<file path="config.mk">
export PLATFORM = sky130hd
export DESIGN_NAME = aes_round_sequencer
export DESIGN_NICKNAME = d
export VERILOG_FILES = /design/src/rtl/AESDefinitions.sv /design/src/rtl/aes_round_counter.sv /design/src/rtl/aes_round_sequencer.sv
export SDC_FILE = /design/constraint.sdc
export NUM_CORES = 1
export LEC_CHECK = 0
export ABC_CLOCK_PERIOD_IN_PS = 1800
export CAP_MARGIN = 20
export CORE_AREA = 2 2 255 257
export DETAILED_ROUTE_END_ITERATION = 12
export DIE_AREA = 0 0 257 259
export PLACE_DENSITY_LB_ADDON = 0.08
export SLEW_MARGIN = 20
export SYNTH_ARGS = -nofsm -noshare
export SYNTH_HDL_FRONTEND = slang
export SYNTH_SLANG_ARGS = --single-unit
</file>
<file path="constraint.sdc">
create_clock -name clock -period 1.8 [get_ports clock]
set_clock_uncertainty 0.15 [all_clocks]
set_input_delay 0.27 -clock clock [delete_from_list [all_inputs] [get_ports clock]]
set_output_delay 0.27 -clock clock [all_outputs]
set_load 0.01 [all_outputs]
</file>
<file path="src/rtl/AESDefinitions.sv">
// Shared types and constants for the iterative AES round sequencer.
package AESDefinitions;

  typedef logic [127:0] state_t;
  typedef logic [127:0] roundkey_t;

  localparam int unsigned NR_128 = 32'd10;
  localparam int unsigned NR_192 = 32'd12;
  localparam int unsigned NR_256 = 32'd14;

  typedef enum logic [1:0] {
    IDLE  = 2'd0,
    ROUND = 2'd1,
    DONE  = 2'd2
  } seq_state_t;

  function automatic logic nr_legal(input int unsigned nr);
    return (nr == NR_128) || (nr == NR_192) || (nr == NR_256);
  endfunction

endpackage

</file>
<file path="src/rtl/aes_round_counter.sv">
// Round counter for the AES sequencer: tracks 1..NR and derives the
// round-key index from the latched direction.
module aes_round_counter
  import AESDefinitions::*;
#(
  parameter int unsigned NR     = NR_128,
  parameter int unsigned KIDX_W = 32'd4
) (
  input  logic              clock,
  input  logic              reset_n,
  input  logic              i_load,
  input  logic              i_inc,
  input  logic              i_load_phase,
  input  logic              i_in_round,
  input  logic              i_dir,
  input  logic              i_in_decrypt,
  output logic              o_last,
  output logic [KIDX_W-1:0] o_rk_index
);

  localparam logic [KIDX_W-1:0] LP_NR  = KIDX_W'(NR);
  localparam logic [KIDX_W-1:0] LP_ONE = KIDX_W'(32'd1);

  logic [KIDX_W-1:0] r_rnd;
  logic [KIDX_W-1:0] w_rk_index;

  // Counter saturates at NR; the FSM leaves ROUND on that same cycle.
  always_ff @(posedge clock or negedge reset_n) begin
    if (!reset_n) begin
      r_rnd <= '0;
    end else if (i_load) begin
      r_rnd <= LP_ONE;
    end else if (i_inc && !o_last) begin
      r_rnd <= r_rnd + LP_ONE;
    end else begin
      r_rnd <= r_rnd;
    end
  end

  assign o_last = (r_rnd == LP_NR);

  // Whitening key comes from the offered block's direction, round keys from the latched one.
  always_comb begin
    w_rk_index = '0;
    if (i_load_phase) begin
      w_rk_index = i_in_decrypt ? LP_NR : '0;
    end else if (i_in_round) begin
      w_rk_index = i_dir ? (LP_NR - r_rnd) : r_rnd;
    end else begin
      w_rk_index = '0;
    end
  end

  assign o_rk_index = w_rk_index;

endmodule

</file>
<file path="src/rtl/aes_round_sequencer.sv">
// Iterative AES controller: whitens an accepted block, then loops it through
// an external round datapath once per cycle and hands the result out.
module aes_round_sequencer
  import AESDefinitions::*;
#(
  parameter int unsigned NR     = NR_128,
  parameter int unsigned KIDX_W = 32'd4
) (
  input  logic              clock,
  input  logic              reset_n,
  input  logic              in_valid,
  output logic              in_ready,
  input  state_t            in_data,
  input  logic              in_decrypt,
  output logic              out_valid,
  input  logic              out_ready,
  output state_t            out_data,
  output logic [KIDX_W-1:0] rk_index,
  input  roundkey_t         rk_data,
  output state_t            dp_state,
  output logic              dp_decrypt,
  output logic              dp_final,
  input  state_t            dp_result,
  output logic              busy
);

  if (!nr_legal(NR) || ((64'd1 << KIDX_W) <= 64'(NR))) begin : g_bad_param
    $error("aes_round_sequencer: NR must be 10/12/14 and fit in KIDX_W bits");
  end

  seq_state_t r_state;
  seq_state_t w_next;
  state_t     r_state_reg;
  logic       r_dir;
  logic       w_accept;
  logic       w_ready;
  logic       w_last;
  logic       w_in_round;
  logic       w_load_phase;

  assign w_in_round   = (r_state == ROUND);
  assign w_load_phase = reset_n && (r_state != ROUND);

  aes_round_counter #(
    .NR     (NR),
    .KIDX_W (KIDX_W)
  ) u_counter (
    .clock        (clock),
    .reset_n      (reset_n),
    .i_load       (w_accept),
    .i_inc        (w_in_round),
    .i_load_phase (w_load_phase),
    .i_in_round   (w_in_round),
    .i_dir        (r_dir),
    .i_in_decrypt (in_decrypt),
    .o_last       (w_last),
    .o_rk_index   (rk_index)
  );

  // FSM state register.
  always_ff @(posedge clock or negedge reset_n) begin
    if (!reset_n) begin
      r_state <= IDLE;
    end else begin
      r_state <= w_next;
    end
  end

  // Next state and handshake; DONE can take a new block in the cycle its result leaves.
  always_comb begin
    w_next    = r_state;
    w_accept  = 1'b0;
    w_ready   = 1'b0;
    out_valid = 1'b0;
    case (r_state)
      IDLE: begin
        w_ready = 1'b1;
        if (in_valid) begin
          w_accept = 1'b1;
          w_next   = ROUND;
        end else begin
          w_next = IDLE;
        end
      end
      ROUND: begin
        if (w_last) begin
          w_next = DONE;
        end else begin
          w_next = ROUND;
        end
      end
      DONE: begin
        out_valid = 1'b1;
        w_ready   = out_ready;
        if (out_ready && in_valid) begin
          w_accept = 1'b1;
          w_next   = ROUND;
        end else if (out_ready) begin
          w_next = IDLE;
        end else begin
          w_next = DONE;
        end
      end
      default: begin
        w_next = IDLE;
      end
    endcase
  end

  // Block state and per-block direction.
  always_ff @(posedge clock or negedge reset_n) begin
    if (!reset_n) begin
      r_state_reg <= '0;
      r_dir       <= 1'b0;
    end else if (w_accept) begin
      r_state_reg <= in_data ^ rk_data;
      r_dir       <= in_decrypt;
    end else if (w_in_round) begin
      r_state_reg <= dp_result;
      r_dir       <= r_dir;
    end else begin
      r_state_reg <= r_state_reg;
      r_dir       <= r_dir;
    end
  end

  assign in_ready   = reset_n && w_ready;
  assign out_data   = (r_state == DONE) ? r_state_reg : '0;
  assign dp_state   = r_state_reg;
  assign dp_decrypt = w_in_round && r_dir;
  assign dp_final   = w_in_round && w_last;
  assign busy       = (r_state != IDLE);

endmodule

</file>
=== Word level (Yosys, flattened, before mapping) ===
Cells that the tools add are included.
Widths: inputs -> output; s select.

* Register bits after elaboration: 135
* Bits in latches: 0
* RAM bits: 0
* Memory bits (read-only): 0
* Bits of input ports: 389
* Logic and storage cells: 41
* Memories kept: 0

* $add $sub $neg: 2
* $mul: 0
* Div/mod/pow operators: 0
* Order comparisons: 0
* Equal/unequal tests: 4
* Shifts and indexed selects: 0
* Muxes and demuxes: 19
* Bitwise operators: 1
* Reduce and logical (&&, ||, !) cells: 11

{| class="wikitable"
|+ Operator list
! cell !! number
|-
| $mux 128 || 3
|-
| $xor 128x128->128 || 1
|-
| $mux 4 || 6
|-
| $logic_and 1x1->1 || 6
|-
| $mux 2 || 3
|-
| $pmux 2 s3 || 1
|-
| $reduce_bool 2->1 || 3
|-
| $add 4x1->4 const B || 1
|-
| $eq 4x4->1 const B || 1
|-
| $mux 1 || 4
|-
| $pmux 1 s2 || 2
|-
| $sub 4x4->4 const A || 1
|-
| $eq 2x1->1 const B || 1
|-
| $eq 2x2->1 const B || 1
|-
| $logic_not 2->1 || 1
|-
| $ne 2x1->1 const B || 1
|-
| $logic_not 1->1 || 1
|}

=== Depth between registers and ports, before layout ===
Gate-level depths: netlist (run 1).

* Word-level depth: 5
* Mapped depth: 6
* Depth with buffers taken out: 5

=== Hierarchy ===
From an unflattened synthesis (run 1), not the netlist that was laid out.

* Cells, all modules: 851
* Area, all modules: 8453.1 µm²

{| class="wikitable"
|+ By module, submodules not included
! module !! times used !! cells each !! area each (µm²) !! seq. area each (µm²)
|-
| aes_round_sequencer || 1 || 815 || 8122.8 || 3278.1
|-
| aes_round_counter || 1 || 36 || 330.3 || 100.1
|}

=== Worst setup path after synthesis (run 1) ===
Ideal clock, no wire load.

* Kind: register to output
* From: reg r_state[1]
* To: out rk_index[3]
* Arrival time: 1291 ps
* Path slack: 89 ps
* Cell stages (with the launch flop): 7
* Buffers on the path: 3
* Path through: dfrtp_1 > and2b_1 > buf_4 > buf_6 > buf_6 > nand2_1 > o211ai_1

* Longest elaborated chain between the ends: 3

{| class="wikitable"
|+ Ends and longest elaborated chain
! element !! line !! text
|-
| from (decl) || aes_round_sequencer.sv:31 || <nowiki>seq_state_t r_state;</nowiki>
|-
| from (signal assigned) || aes_round_sequencer.sv:65 || <nowiki>r_state <= w_next;</nowiki>
|-
| $eq 2x1->1 / $ne 2x1->1 (equally long branches) || aes_round_sequencer.sv:41, aes_round_sequencer.sv:42 ||
|-
| $mux 4 / $logic_and 1x1->1 (equally long branches) || aes_round_counter.sv:47, aes_round_sequencer.sv:42 ||
|-
| $mux 4 * || aes_round_counter.sv:45 || <nowiki>if (i_load_phase) begin</nowiki>
|-
| to (decl) || aes_round_sequencer.sv:18 || <nowiki>output logic [KIDX_W-1:0] rk_index,</nowiki>
|}

Every way passes the cells marked *; elsewhere a longest branch is shown, timed or not.

=== Final worst setup path (run 1) ===
* From: reg r_state[1]
* To: out out_data[111]

* Longest elaborated chain between the ends: 2

{| class="wikitable"
|+ Ends and longest elaborated chain
! element !! line !! text
|-
| $eq 2x2->1 || aes_round_sequencer.sv:128 || <nowiki>assign out_data = (r_state == DONE) ? r_state_reg : '0;</nowiki>
|-
| $mux 128 || aes_round_sequencer.sv:128 ||
|-
| to (decl) || aes_round_sequencer.sv:17 || <nowiki>output state_t out_data,</nowiki>
|}

Every way passes these cells.

==> results of run 1 <==
layout by cell type, fill, tap and decap left out, types with 3 or more instances in the layout:
master / Yosys / final
nand3_1: 82 / 22
buf_8: 0 / 12
o21ai_2: 0 / 39
buf_16: 0 / 44
nand3_4: 0 / 13
dfrtp_2: 0 / 10
a21oi_1: 3 / 3
inv_1: 4 / 3
buf_6: 12 / 140
clkdlybuf4s50_1: 0 / 389
mux2i_1: 81 / 78
diode_2: 0 / 6
nand3_2: 0 / 47
and2_1: 178 / 64
dlygate4sd2_1: 0 / 125
bufinv_16: 0 / 6
buf_4: 1 / 73
clkbuf_16: 0 / 23
buf_12: 0 / 41
a221o_1: 48 / 48
xor2_1: 129 / 129
nand2_1: 6 / 4
dfrtp_1: 135 / 125
buf_2: 11 / 24
o21ai_1: 0 / 43
and2_4: 1 / 115
critical path: cells and delay by family, from the launching register on:
kind | cells | cell delay, ns
flip-flops | 1 | 0.38
buffers and inverters | 6 | 0.75
AND/OR/NAND/NOR | 2 | 0.30
report_power, final:
group / internal, µW / switching, µW / total (µW)
sequential: 4580 / 1620 / 6190
combinational: 7610 / 6250 / 13900
clock: 2670 / 1630 / 4290
cell families (layout without fill, tap and decap cells):
family	Yosys count	count (layout)	share of synthesized area, %
muxes	81	81	9.690
buffers and inverters	72	894	4.516
xor gates and xnor gates	129	129	13.50
adders and majority gates	3	3	0.4487
and+or+nand+nor	284	284	19.92
AOI/OAI and AO/OA	141	141	11.54
other	0	6	0
DFF	135	135	40.38
stage by stage:
stage	std cells	setup TNS, ns	setup slack, ns
2_1_floorplan	845	0	0.08915
3_3_place_gp	2333	-62.20	-0.3504
3_5_place_dp	2333	-63.74	-0.3622
4_1_cts	2515	-118.23	-0.5886
5_1_grt	2527	-126.21	-0.6228
6_report	2528	-103.93	-0.5396
layout make-up:
class	instances	area, µm²	area share [%]
clock inverter	12	222.7	1.090
antenna	6	15.01	0.07347
inverter	4	15.01	0.07347
tap	855	1070	5.235
clock buffer	20	456.7	2.235
multi-input combinational	638	5584	27.33
sequential	135	3391	16.59
timing repair buffer	858	9682	47.38
what timing repair did:
action	CTS	global route
resized for setup	997	295
buffers inserted	103	19
hold buffers	1	0
endpoints found under the setup margin	381	319
cloned	47	6
pin swaps	70	51
hold endpoints to repair	87	0
how the worst min path moves through the flow:
stage	start	cells past startpoint	endpoint
after floorplan	reset_n	0	dp_state[0]$_DFFE_PN0P_
after global placement	reset_n	1	r_dir$_DFFE_PN0P_
after detailed placement	reset_n	1	r_dir$_DFFE_PN0P_
after CTS	reset_n	2	r_dir$_DFFE_PN0P_
after global routing	reset_n	2	r_dir$_DFFE_PN0P_
final	reset_n	2	r_dir$_DFFE_PN0P_
layer usage:
layer,share of wire (%),vias up
met5,0.076,-
met4,1.7,8
met3,6.1,53
met2,54,377
met1,39,4839
li1,-,4583
==> key figures, run 1 <==
Yosys
  • Syn_area_per_cell: 9.902 µm²
  • Synth top area cells: dfrtp_1, xor2_1, and2_1, mux2i_1, a221o_1
  • Most numerous cell in the Yosys netlist: and2_1
  • Asr flop ratio synth: 100.0%
  • Sequential area share after synthesis: 40.38%
  • Mapped Area: 0.008367 mm²
  • Prevailing post-synth register cell: dfrtp_1
  • Most common library cells after synthesis: and2_1, dfrtp_1, xor2_1
  • Post-synth EDFFs: 0
  • Flops & latches, synth: 135
  • Synth top area share: 40.38%
  • Syn nets: 1237
  • Synth area leader: dfrtp_1
  • Synthesized instance count: 845
  • Library cells used by synthesis: 31
  • YS warnings: 0

Setup path
  • Worst path arrival time: 1.92 ns
  • R2r endpoint: dp_state[11]$_DFFE_PN0P_
  • Critical Path RT: 1.38 ns
  • Max Fanout on Critical Path: 8
  • Reg-to-Reg Start: r_state[0]$_DFF_PN0_
  • R2R setup slack: -0.50 ns
  • Critical path capture point type: primary output
  • WS Path Type: reg2out
  • CP endpoint: out_data[111]
  • Critical path's slowest cell: dfrtp_1
  • Worst reg2reg path depth: 12
  • Critical path origin: r_state[1]$_DFF_PN0_
  • Startpoint Class: flip-flop
  • Worst path max stage delay: 0.38 ns
  • Critical path, cell by cell: nor2b_4, buf_12, buf_8, buf_8, buf_12, buf_16, and2_4, buf_6

Final layout
  • Area Growth Syn to Fin: 144.2%
  • Post-route cell area: 0.02044 mm²
  • Nets: 2046
  • Layout cell share with drive strength beyond 1: 37.25%
  • Max FFs per register: 128
  • Layout fillers: 6552
  • Core Util, Final: 31.99%

Timing
  • Setup WS post-layout: -0.5396 ns
  • Worst hold slack: 0.1662 ns
  • Fin crit period: 2.340 ns
  • RSZ-0062 raised after global routing: yes
  • Slew margin rel.: 50.03%
  • Slew Viols, Final: 0
  • FMAX: 427.4 MHz
  • Final Setup Violations: 274
  • Worst Tran Pin Value: 0.7495 ns
  • Final Cycle Share: 130.0%
  • Hold Vio Cnt, Final: 0

Placement
  • GPL Wtd Cong: 0.8016
  • Detailed placement HPWL: 38250 µm
  • PortBufs: 653
  • Placed Area: 0.01618 mm²

CTS
  • Clock Sinks: 135
  • Clock transition at path regs: 0.06 ns
  • Max clock buf depth: 2
  • Clock Latency Late Sink: 0.48 ns
  • H-tree Lvls: 4
  • Total CTS buffers: 17
  • Root Driver: clkbuf_16
  • CTS tree: yes

GRT
  • Global Route met1 Usage: 20.84%
  • Grt ovf: 0
  • Met2 track demand over resource: 34.73%
  • Global router's overall resource usage: 18.75%
  • Initial antenna violation count: 10
  • Most Used Layer, Global Route: met2
  • Met3 usage: 5.165%
  • Vias in the first global route: 10590
  • Largest net degree at the start of global routing: 82
  • First-pass GRT wire length: 86190 µm

Drt
  • Vias per cell: 3.900
  • # DRC: 0
  • Remaining antenna violation count after routing: 0
  • Via Count: 9860
  • WL per Instance: 25.46 µm
  • Initial DRC Count: 366
  • DR pass1 iterations: 4
  • Post-Route WL: 64360 µm

Worst hold path
  • Hold crit path type: in2async

Power
  • Design Power: 24340 µW
  • PwrDens: 1191 mW/mm²
  • Static leakage: 0.009030 µW
  • Max VDD drop: 0.7777 mV

Floorplan
  • Core box area: 0.06388 mm²
  • Io pins: 654
  • Row count: 93
  • Die Y: 259 µm
  • Initial Util: 13.10%
  • Die extent in x: 257 µm
  • Die area: 0.06656 mm²

Run status
  • Status: finished with violations
  • Failing checks: setup timing

Job
  • Max_cap viols: 0
(Power assumes the default switching activity.)
==> inputs of run 2 (changes only) <==
Settings changed: SLEW_MARGIN 20 to unset.
==> results of run 2 <==
No change in the layout: final DEF, timing and power equal those of run 1.
==> inputs of run 3 (changes only) <==
Settings changed: GPL_TIMING_DRIVEN set to 0, SLEW_MARGIN set to 20.
==> key figures, run 3 (synthesis results as in run 1) <==
Power
  • Sw Ratio: 37.57% (was 38.99%)
  • Max VDD drop: 0.5445 mV (was 0.7777 mV)
  • Clock power frac: 17.9% (was 17.6%)
  • Flop pwr share: 26.5% (was 25.4%)
  • Static leakage: 0.009385 µW (was 0.009030 µW)
  • Design Power: 23260 µW (was 24340 µW)
  • Psw: 8740 µW (was 9490 µW)
  • Logic pwr share: 55.6% (was 56.9%)
  • Internal: 14520 µW (was 14850 µW)
  • PwrDens: 1212 mW/mm² (was 1191 mW/mm²)

Setup path
  • Worst path bufs/invs: 4 (was 6)
  • Critical Path RT: 1.38 ns (about the same)
  • Critical path's slowest cell: dfrtp_2 (was dfrtp_1)
  • Critical path, cell by cell: nor2b_4, clkbuf_16, buf_12, clkbuf_16, and2_4, buf_6 (was nor2b_4, buf_12, buf_8, buf_8, buf_12, buf_16, and2_4, buf_6)
  • Critical path capture point type: primary output (unchanged)
  • Worst path max stage delay: 0.41 ns (was 0.38 ns)
  • Most common cell on crit path: clkbuf_16
  • WS Path Type: reg2out (unchanged)
  • Worst path arrival time: 1.91 ns (was 1.92 ns)
  • Max Fanout on Critical Path: 5 (was 8)
  • Largest delay share family, worst path: buffers and inverters (unchanged)
  • Startpoint Class: flip-flop (unchanged)

Timing
  • Worst hold slack: -0.4935 ns (was 0.1662 ns)
  • Slew margin rel.: 64.11% (was 50.03%)
  • RSZ-0062 raised after global routing: yes (unchanged)
  • Setup WS post-layout: -0.5329 ns (was -0.5396 ns)
  • Worst Tran Pin Value: 0.5383 ns (was 0.7495 ns)
  • Fin crit period: 2.333 ns (was 2.340 ns)
  • Setup TNS: -79.27 ns (was -103.93 ns)
  • Final Cycle Share: 129.6% (was 130.0%)
  • Slew Viols, Final: 0 (unchanged)
  • Hold Vio Cnt, Final: 135 (was 0)
  • Final Setup Violations: 212 (was 274)
  • FMAX: 428.6 MHz (was 427.4 MHz)

Final layout
  • Post-route cell area: 0.01920 mm² (was 0.02044 mm²)
  • Layout fillers: 6670 (was 6552)
  • Most frequent cells in the layout: clkdlybuf4s50_1, buf_6, xor2_1 (unchanged)
  • Nets: 1990 (was 2046)
  • Max FFs per register: 128 (unchanged)
  • Commonest non-fill, non-tap cell in the layout: clkdlybuf4s50_1 (unchanged)
  • Area Growth Syn to Fin: 129.5% (was 144.2%)
  • Layout cell share with drive strength beyond 1: 29.24% (was 37.25%)
  • Core Util, Final: 30.05% (was 31.99%)

GRT
  • Initial antenna violation count: 6 (was 10)
  • Grt ovf: 0 (unchanged)
  • Global router's overall resource usage: 16.21% (was 18.75%)
  • Vias in the first global route: 9835 (was 10590)
  • Largest net degree at the start of global routing: 73 (was 82)
  • First-pass GRT wire length: 75660 µm (was 86190 µm)

Floorplan
  • Io pins: 654 (unchanged)
  • Initial Util: 13.10% (unchanged)
  • Die Y: 259 µm (unchanged)
  • Row count: 93 (unchanged)
  • Die area: 0.06656 mm² (unchanged)
  • Core box area: 0.06388 mm² (unchanged)
  • Die extent in x: 257 µm (unchanged)

Job
  • Max_cap viols: 0 (unchanged)

Placement
  • PortBufs: 653 (unchanged)
  • Detailed placement HPWL: 42790 µm (was 38250 µm)
  • Post-place setup slack: -2.008 ns (was -0.3622 ns)
  • GPL Wtd Cong: 0.7914 (was 0.8016)
  • Placed Area: 0.01601 mm² (was 0.01618 mm²)

Drt
  • Via Count: 9394 (was 9860)
  • # DRC: 0 (unchanged)
  • Post-Route WL: 57090 µm (was 64360 µm)
  • DR pass1 iterations: 5 (was 4)
  • Vias per cell: 3.808 (was 3.900)
  • Remaining antenna violation count after routing: 0 (unchanged)
  • Initial DRC Count: 353 (was 366)
  • WL per Instance: 23.14 µm (was 25.46 µm)

CTS
  • Max clock buf depth: 2 (unchanged)
  • CTS tree: yes (unchanged)
  • Clock transition at path regs: 0.07 ns (was 0.06 ns)
  • Total CTS buffers: 17 (unchanged)
  • Clock Sinks: 135 (unchanged)
  • Root Driver: clkbuf_16 (unchanged)
  • H-tree Lvls: 4 (unchanged)
  • Clock Latency Late Sink: 0.49 ns (was 0.48 ns)

Worst hold path
  • Hold crit path type: in2async (unchanged)

Run status
  • Failing checks: hold timing, setup timing (was setup timing)
  • Status: finished with violations (unchanged)
[run 3: routing by layer]
layer | track usage [%] | wire (µm) | share of wire [%] | vias up
met4 | 3.198 | 631 | 1.1 | 10
li1 | - | - | - | 4439
met2 | 29.99 | 30430 | 53 | 353
met5 | 0 | 64 | 0.11 | -
met3 | 5.282 | 3410 | 6.0 | 43
met1 | 18.08 | 22550 | 40 | 4549
[run 3: power by group through the flow]
| stage | Combinational (µW) | Clock [µW] | Sequential, µW |
|---|---|---|---|
| floorplan | 3660 | 0 | 6260 |
| global placement | 10500 | 0 | 6150 |
| detailed placement | 10500 | 0 | 6150 |
| CTS | 11500 | 4360 | 6190 |
| global route | 13900 | 4480 | 6400 |
| finish | 12900 | 4170 | 6150 |
[run 3: worst reg2reg max path, stage by stage, from the launching register on]
cell and delay [ns]:
dfrtp_2 0.44, and2b_2 0.24, buf_6 0.12, buf_6 0.10, buf_6 0.10, buf_6 0.11, buf_12 0.14, buf_12 0.13
clkbuf_16 0.15, and2_1 0.15, a221o_1 0.25
[run 3: layout make-up]
type                            instances  area, µm²  share of cell area, %
Antenna cell                            1      2.502                0.01303
Clock buffer                           19      452.9                  2.359
Sequential cell                       135       3388                  17.65
Inverter                                4      15.01                0.07820
Buffer                                 62      974.7                  5.077
Timing Repair Buffer                  740       8044                  41.90
Clock inverter                         13      201.4                  1.049
Tap cell                              855       1070                  5.572
Multi-Input combinational cell        638       5051                  26.31
[run 3: final timing paths]
check                                         startpoint                   endpoint  slack [ns]  cells past startpoint
worst max-delay path                r_state[1]$_DFF_PN0_               out_data[34]       -0.53                      6
worst min-delay path                             reset_n    dp_state[1]$_DFFE_PN0P_       -0.49                      1
worst max register to register      r_state[0]$_DFF_PN0_  dp_state[120]$_DFFE_PN0P_       -0.40                     10
worst min register to register  dp_state[11]$_DFFE_PN0P_   dp_state[11]$_DFFE_PN0P_        0.39                      1
max in group asynchronous                        reset_n   dp_state[60]$_DFFE_PN0P_        1.19                      2
min in group clock                          dp_result[9]    dp_state[9]$_DFFE_PN0P_        0.26                      3
[run 3: what timing repair did]
item | CTS | global route
endpoints found under the hold margin | 129 | 96
pin swaps | 28 | 47
gates resized for setup | 886 | 354
gates cloned | 6 | 16
setup buffers | 38 | 27
endpoints found under the setup margin | 398 | 392
[run 3: per-stage QoR]
stage | hold WS, ns | cells
after floorplan | -0.1756 | 845
after global placement | 0.3651 | 2353
after detailed placement | 0.1330 | 2354
after CTS | -0.5069 | 2429
after global routing | -0.5084 | 2466
final | -0.4935 | 2467
